$ cat src/rtl/password_lock_ctrl.sv
// rtl/password_lock_ctrl.sv - keypad password lock: entry buffer, stored password, attempt counter, timed lockout
module password_lock_ctrl #(
    parameter int DIGIT_W     = 4,
    parameter int PW_LEN      = 4,
    parameter int MAX_TRIES   = 3,
    parameter int LOCK_CYCLES = 1000
) (
    input  logic                             clk,
    input  logic                             rst,
    input  logic                             set_pw,
    input  logic                             test,
    input  logic                             lock,
    input  logic                             clear,
    input  logic                             digit_valid,
    input  logic [DIGIT_W-1:0]               digit,
    input  logic                             enter,
    output logic [2:0]                       state,
    output logic                             pw_set,
    output logic                             unlocked,
    output logic                             locked_out,
    output logic                             pass_ok,
    output logic                             pass_fail,
    output logic                             entry_err,
    output logic [$clog2(MAX_TRIES+1)-1:0]   tries_left,
    output logic [$clog2(PW_LEN+1)-1:0]      digit_cnt
);

    localparam int BUF_W = PW_LEN * DIGIT_W;
    localparam int DC_W  = $clog2(PW_LEN + 1);
    localparam int TW    = $clog2(MAX_TRIES + 1);
    localparam int LC_W  = (LOCK_CYCLES > 2) ? $clog2(LOCK_CYCLES) : 1;

    localparam logic [DC_W-1:0] FULL_CNT  = DC_W'(PW_LEN);
    localparam logic [TW-1:0]   TRIES_MAX = TW'(MAX_TRIES);
    localparam logic [TW-1:0]   TRIES_ONE = TW'(1);
    localparam logic [LC_W-1:0] LOCK_LOAD = (LOCK_CYCLES > 0) ? LC_W'(LOCK_CYCLES - 1) : '0;

    typedef enum logic [2:0] {
        NO_PW      = 3'd0,
        SET_ENTRY  = 3'd1,
        READY      = 3'd2,
        TEST_ENTRY = 3'd3,
        CHECK      = 3'd4,
        UNLOCKED   = 3'd5,
        LOCKOUT    = 3'd6
    } state_t;

    state_t            state_q, state_d;
    logic [BUF_W-1:0]  buf_q, buf_d;
    logic [BUF_W-1:0]  stored_q, stored_d;
    logic [DC_W-1:0]   cnt_d;
    logic [TW-1:0]     tries_d;
    logic [LC_W-1:0]   lock_q, lock_d;
    logic              pw_set_d, ok_d, fail_d, err_d;
    logic              match;

    assign state = state_q;
    assign match = (digit_cnt == FULL_CNT) && (buf_q == stored_q);

    always_ff @(posedge clk or posedge rst) begin
        if (rst) begin
            state_q <= NO_PW;
        end else begin
            state_q <= state_d;
        end
    end

    always_ff @(posedge clk or posedge rst) begin
        if (rst) begin
            buf_q      <= '0;
            stored_q   <= '0;
            digit_cnt  <= '0;
            tries_left <= TRIES_MAX;
            lock_q     <= '0;
            pw_set     <= 1'b0;
            unlocked   <= 1'b0;
            locked_out <= 1'b0;
            pass_ok    <= 1'b0;
            pass_fail  <= 1'b0;
            entry_err  <= 1'b0;
        end else begin
            buf_q      <= buf_d;
            stored_q   <= stored_d;
            digit_cnt  <= cnt_d;
            tries_left <= tries_d;
            lock_q     <= lock_d;
            pw_set     <= pw_set_d;
            unlocked   <= (state_d == UNLOCKED);
            locked_out <= (state_d == LOCKOUT);
            pass_ok    <= ok_d;
            pass_fail  <= fail_d;
            entry_err  <= err_d;
        end
    end

    always_comb begin
        state_d  = state_q;
        buf_d    = buf_q;
        cnt_d    = digit_cnt;
        stored_d = stored_q;
        tries_d  = tries_left;
        lock_d   = lock_q;
        pw_set_d = pw_set;
        ok_d     = 1'b0;
        fail_d   = 1'b0;
        err_d    = 1'b0;

        case (state_q)
            NO_PW: begin
                if (set_pw) begin
                    state_d = SET_ENTRY;
                    buf_d   = '0;
                    cnt_d   = '0;
                end
            end

            SET_ENTRY, TEST_ENTRY: begin
                if (clear) begin
                    buf_d = '0;
                    cnt_d = '0;
                end else if (enter) begin
                    if (state_q == TEST_ENTRY) begin
                        // buffer is held through CHECK for the comparator
                        state_d = CHECK;
                    end else if (digit_cnt == FULL_CNT) begin
                        stored_d = buf_q;
                        pw_set_d = 1'b1;
                        tries_d  = TRIES_MAX;
                        state_d  = READY;
                        buf_d    = '0;
                        cnt_d    = '0;
                    end else begin
                        err_d = 1'b1;
                        buf_d = '0;
                        cnt_d = '0;
                    end
                end else if (digit_valid && (digit_cnt < FULL_CNT)) begin
                    buf_d = (buf_q << DIGIT_W) | BUF_W'(digit);
                    cnt_d = digit_cnt + 1'b1;
                end
            end

            READY: begin
                if (test) begin
                    state_d = TEST_ENTRY;
                    buf_d   = '0;
                    cnt_d   = '0;
                end
            end

            CHECK: begin
                buf_d  = '0;
                cnt_d  = '0;
                if (match) begin
                    ok_d    = 1'b1;
                    tries_d = TRIES_MAX;
                    state_d = UNLOCKED;
                end else if (tries_left > TRIES_ONE) begin
                    fail_d  = 1'b1;
                    tries_d = tries_left - 1'b1;
                    state_d = READY;
                end else begin
                    fail_d  = 1'b1;
                    tries_d = '0;
                    lock_d  = LOCK_LOAD;
                    state_d = LOCKOUT;
                end
            end

            UNLOCKED: begin
                if (set_pw) begin
                    state_d = SET_ENTRY;
                    buf_d   = '0;
                    cnt_d   = '0;
                end else if (lock) begin
                    state_d = READY;
                end
            end

            LOCKOUT: begin
                // a zero duration means the lock only opens through rst
                if (LOCK_CYCLES != 0) begin
                    if (lock_q == '0) begin
                        state_d = READY;
                        tries_d = TRIES_MAX;
                    end else begin
                        lock_d = lock_q - 1'b1;
                    end
                end
            end

            default: begin
                state_d = NO_PW;
            end
        endcase
    end

endmodule

$ cat config.mk
export PLATFORM = sky130hd
export DESIGN_NAME = password_lock_ctrl
export DESIGN_NICKNAME = d
export VERILOG_FILES = /design/src/rtl/password_lock_ctrl.sv
export SDC_FILE = /design/constraint.sdc
export NUM_CORES = 1
export LEC_CHECK = 0
export CORE_AREA = 4 4 83 85
export DETAILED_ROUTE_END_ITERATION = 10
export DIE_AREA = 0 0 87 89
export PLACE_DENSITY = 0.73
export SYNTH_ARGS = -nofsm -noshare
export SYNTH_HDL_FRONTEND = slang
export SYNTH_SLANG_ARGS = --single-unit
$ cat constraint.sdc
create_clock -name clk -period 5.6 [get_ports clk]
set_clock_uncertainty 0.2 [all_clocks]
set_input_delay 1.12 -clock clk [delete_from_list [all_inputs] [get_ports clk]]
set_output_delay 1.12 -clock clk [all_outputs]
set_load 0.01 [all_outputs]
### Word-level counts from Yosys, hierarchy flattened

Cells that the tools add are included.

* add/subtract/negate cells: 3
* order comparisons: 2
* equal/unequal tests: 22
* multiplexer cells: 47
* bitwise gates (word level): 3
* reduce and logical (&&, ||, !) cells: 13

Operators with widths (number)
* $mux W16: 6
* $pmux W16 S4: 1
* $mux W3: 17
* $mux W10: 3
* $pmux W10 S2: 1
* $eq A3 B3 Y1 const B: 6
* $ne A2 B2 Y1 const B: 9
* $pmux W3 S6: 1
* $eq A16 B16 Y1: 1
* $or A16 B4 Y16: 1
* $mux W2: 7
* $pmux W3 S4: 1
* $logic_not A10 Y1: 1
* $reduce_and A5 Y1: 2
* $sub A10 B1 Y10 const B: 1
* $mux W1: 9
* $ne A4 B4 Y1 const B: 2
* $eq A3 B2 Y1 const B: 2
* $pmux W2 S3: 1
* $reduce_and A6 Y1: 1
* $reduce_and A4 Y1: 1
* $reduce_bool A4 Y1: 1
* $reduce_or A2 Y1: 2
* $add A3 B1 Y3 const B: 1
* other kinds (10): 12

* bits in registers: 56
* input port bits: 12
* output and inout port bits: 14

### Longest topological paths before layout

* word-level depth: 7
* depth in mapped cells: 8

### Worst setup path before layout

No wires, ideal clock.

* path kind: input to register
* from: input port clear
* to: register stored_q[0]
* library setup time: 0.125 ns
* arrival: 2.455 ns
* required time: 5.275 ns
* path slack: 2.820 ns
* stages: 4
* path buffers: 1
* cell sequence: nand4bb_1 nor3_2 buf_2 mux2_2

* longest elaborated chain between the ends: 2

RTL lines
* from (decl): line 13 `input logic clear,`
* $not A1 Y1 (no source line)
* $reduce_and A5 Y1 (no source line)
* to (signal assigned): line 83 `stored_q <= stored_d;`
* to (decl): line 50 `logic [BUF_W-1:0] stored_q, stored_d;`

No other way between the ends.
A chain may end at the register's enable or synchronous reset.

### Worst setup path after layout

* from: register state_q[1], in the netlist state[1]
* to: output port state[1]

RTL lines
* from (decl): line 48 `state_t state_q, state_d;`
* from (signal assigned): line 64 `state_q <= state_d;`
* to (decl): line 17 `output logic [2:0] state,`

No word-level cell between the ends.

==> metrics.md <==
| Metric | Value |
|---|---|
| Cts hold-fix bufs | `0` |
| Crit. End Element | `output port` |
| M3 GR Usage | `3.23%` |
| Row count | `29` |
| Compound-Gate Fraction of Synth Area | `14.2%` |
| Synth Register Bits | `56` |
| RSZ-0062 raised after global routing | `no` |
| R2R depth | `5` |
| Post-cts resize count | `0` |
| HPWL after DPL | `3.40 mm` |
| Min-delay worst type | `reg2reg` |
| I/O Pins | `26` |
| Post-Route WL | `5.02 mm` |
| Setup TNS | `0 ns` |
| Share of the synthesized area in the top cell type | `49.4%` |
| Yosys cell types | `47` |
| Total Nets Final | `306` |
| Xor and xnor area share after synthesis | `5.12%` |
| Worst r2r src | `state[1]$_DFF_PP0_` |
| Hold Crit Start | `pw_set$_DFFE_PP0P_` |
| Worst-Margin Slew | `0.699 ns` |
| Fin crit share | `53.8%` |
| Met2 Use GR | `24.8%` |
| Synthesized area | `2740 µm²` |
| Largest net degree at the start of global routing | `57` |
| Async SR Flop Fraction | `100%` |
| R2R Setup Slk | `3.24 ns` |
| Required time worst endpoint | `4.28 ns` |
| Min Tclk post-route | `3.01 ns` |
| Die width | `87 µm` |
| PortBufs | `25` |
| Critical path class | `reg2out` |
| Slew margin rel. | `53.4%` |
| Post-place instance area | `3060 µm²` |
| DRC | `0` |
| Finished layout cell area | `3170 µm²` |
| Placer congestion estimate | `0.746` |
| Cell with the most instances after synthesis | `dfrtp_1` |
| Die Ht | `89 µm` |
| Die ar. | `7740 µm²` |
| Syn Nets | `282` |
| Grt total ovfl | `0` |
| Hold Crit Depth | `1` |
| Critical path buffers and inverters | `1` |
| Crit path arrival time | `1.69 ns` |
| Final Util | `51.1%` |
| Synth top area cells | `dfrtp_1 49%, mux2_2 6.6%, nand2_1 5.8%, xnor2_1 4.8%, o21ai_0 4.6%` |
| Clock Latency Late Sink | `0.30 ns` |
| Critical path depth in cells | `1` |
| Pre-Repair DR Iteration Count | `4` |
| CTS tree | `done` |
| Proportion of synthesized area in mux cells | `7.32%` |
| Worst Setup Start Kind | `flop` |
| Clock sink count | `56` |
| Vias per Instance | `5.35` |
| Hold slack final | `0.291 ns` |
| Clk buf depth | `2` |
| Top post-synthesis cells by count | `54 x dfrtp_1, 42 x nand2_1, 25 x o21ai_0` |
| Final Hold Fails | `0` |
| Post-synth EDFFs | `0` |
| Vias post-DR | `1,975` |
| Leak pwr | `1.33 nW` |
| Sequential-to-total area share from yosys stat | `51.3%` |
| Root Driver | `clkbuf_8` |
| Share of layout cells above drive strength 1 | `13.7%` |
| Post-route ant nets | `0` |
| Final setup fails | `0` |
| Max Fclk | `332 MHz` |
| Post-CTS Setup Bufs | `0` |
| Crit-path cells | `clkdlybuf4s50_1` |
| Largest delay share family, worst path | `flip-flops` |
| Main combinational cell family by area after synthesis | `simple AND/OR/NAND/NOR gates` |
| Status | `completed` |
| CTS Buf Count | `5` |
| Total core area | `6200 µm²` |
| Max-slew violation count | `0` |
| Vias in the first global route | `1,939` |
| Iter 0 DRT Violations | `124` |
| Clk pin slew, worst setup/hold paths | `0.10 ns` |
| Top Usage Layer GRT | `met2` |
| Worst R2R End | `digit_cnt[2]$_DFFE_PP0P_` |
| Area leader, netlist | `dfrtp_1` |
| Tot Pwr | `0.00130 W` |
| Critical path peak fanout | `16` |
| Max_cap viols | `0` |
| Worst vdd ir | `0.242 mV` |
| WL/cell | `13.6 µm` |
| Synth warnings | `0` |
| Post-Syn Instances | `267` |
| Power Dens Cells | `411 nW/µm²` |
| Post-Synth Simple-Gate Area | `17.2%` |
| Most used DFF post-synth | `dfrtp_1` |
| GRT met1 Usage | `17.6%` |
| Synth Area in Adders | `1.37%` |
| Critical-path top delay cell | `dfrtp_1` |
| H-tree levels | `2` |
| Area growth, synth to finish | `16.0%` |
| Hold endpoint | `pw_set$_DFFE_PP0P_` |
| ANT cells | `0` |
| Slowest stage delay, CP | `0.74 ns` |
| Initial antenna violation count | `0` |
| First-pass GRT wire length | `8.71 mm` |
| Avg Inst Size Synth | `10.2 µm²` |
| Total track usage | `14.1%` |
| Initial core utilization | `44.1%` |
==> area by class of cell <==
type / count / area, µm²
Timing Repair Buffer: 30 / 288
Sequential cell: 56 / 1400
Clock inverter: 2 / 38.8
Fill cell: 575 / 3030
Tap cell: 77 / 96.3
Inverter: 8 / 30.0
Clock buffer: 6 / 72.6
Multi-Input combinational cell: 190 / 1240
==> sequential cells by signal, indices dropped and copies added, names as in the netlist <==
signal      count
buf_q          16
stored_q       16
lock_q         10
digit_cnt       3
state           3
tries_left      2
entry_err       1
locked_out      1
pass_fail       1
pass_ok         1
pw_set          1
unlocked        1
==> routing by layer <==
layer  share of wire [%]  wire length [µm]  vias up
met1                  46              2310      950
met5                   0                 0        -
met2                  48              2430       41
met4                0.80                40        0
li1                    -                 -      980
met3                 4.8               239        4
==> layout by cell type (no fill, tap or decap), types with 3 or more instances in the layout <==
cell type,count
nand2b_1,6
xnor2_1,15
clkdlybuf4s50_1,25
nor3_1,10
nand3_1,4
a31oi_1,6
nand2_1,42
mux2_2,16
a2bb2oi_1,3
clkbuf_8,5
buf_4,5
o21a_1,6
nor2_1,7
o21ai_0,25
ha_1,3
a21oi_1,8
dfrtp_1,54
nand4_1,3
nor2b_1,4
inv_1,6
==> power breakdown <==
group,total [W],switching (W),internal (W)
logic,0.000458,0.000244,0.000214
registers,0.000580,0.000104,0.000475
clock network,0.000266,0.000131,0.000135
total,0.00130,0.000479,0.000824
==> per-stage QoR <==
stage | instances | setup WS (ns)
2_1_floorplan | 267 | 2.82
3_3_place_gp | 361 | 2.48
3_5_place_dp | 361 | 2.46
4_1_cts | 369 | 2.58
5_1_grt | 369 | 2.51
6_report | 369 | 2.59
==> logic make-up (layout without fill, tap and decap cells) <==
group,count (synthesis),count (layout)
AOI/OAI and AO/OA,60,60
muxes,18,18
buffers and inverters,21,46
xor gates and xnor gates,16,16
and+or+nand+nor,93,93
adders and majority gates,3,3
DFF,56,56
==> how the worst max path moves through the flow <==
stage                       start                  endpoint  slack, ns
6_report       state[1]$_DFF_PP0_                  state[1]       2.59
5_1_grt        state[1]$_DFF_PP0_                  state[1]       2.51
4_1_cts        state[1]$_DFF_PP0_                  state[1]       2.58
3_5_place_dp                enter  digit_cnt[2]$_DFFE_PP0P_       2.46
3_3_place_gp                enter  digit_cnt[2]$_DFFE_PP0P_       2.48
2_1_floorplan               clear   stored_q[0]$_DFFE_PP0P_       2.82
Power figures use the tool's default switching activity.
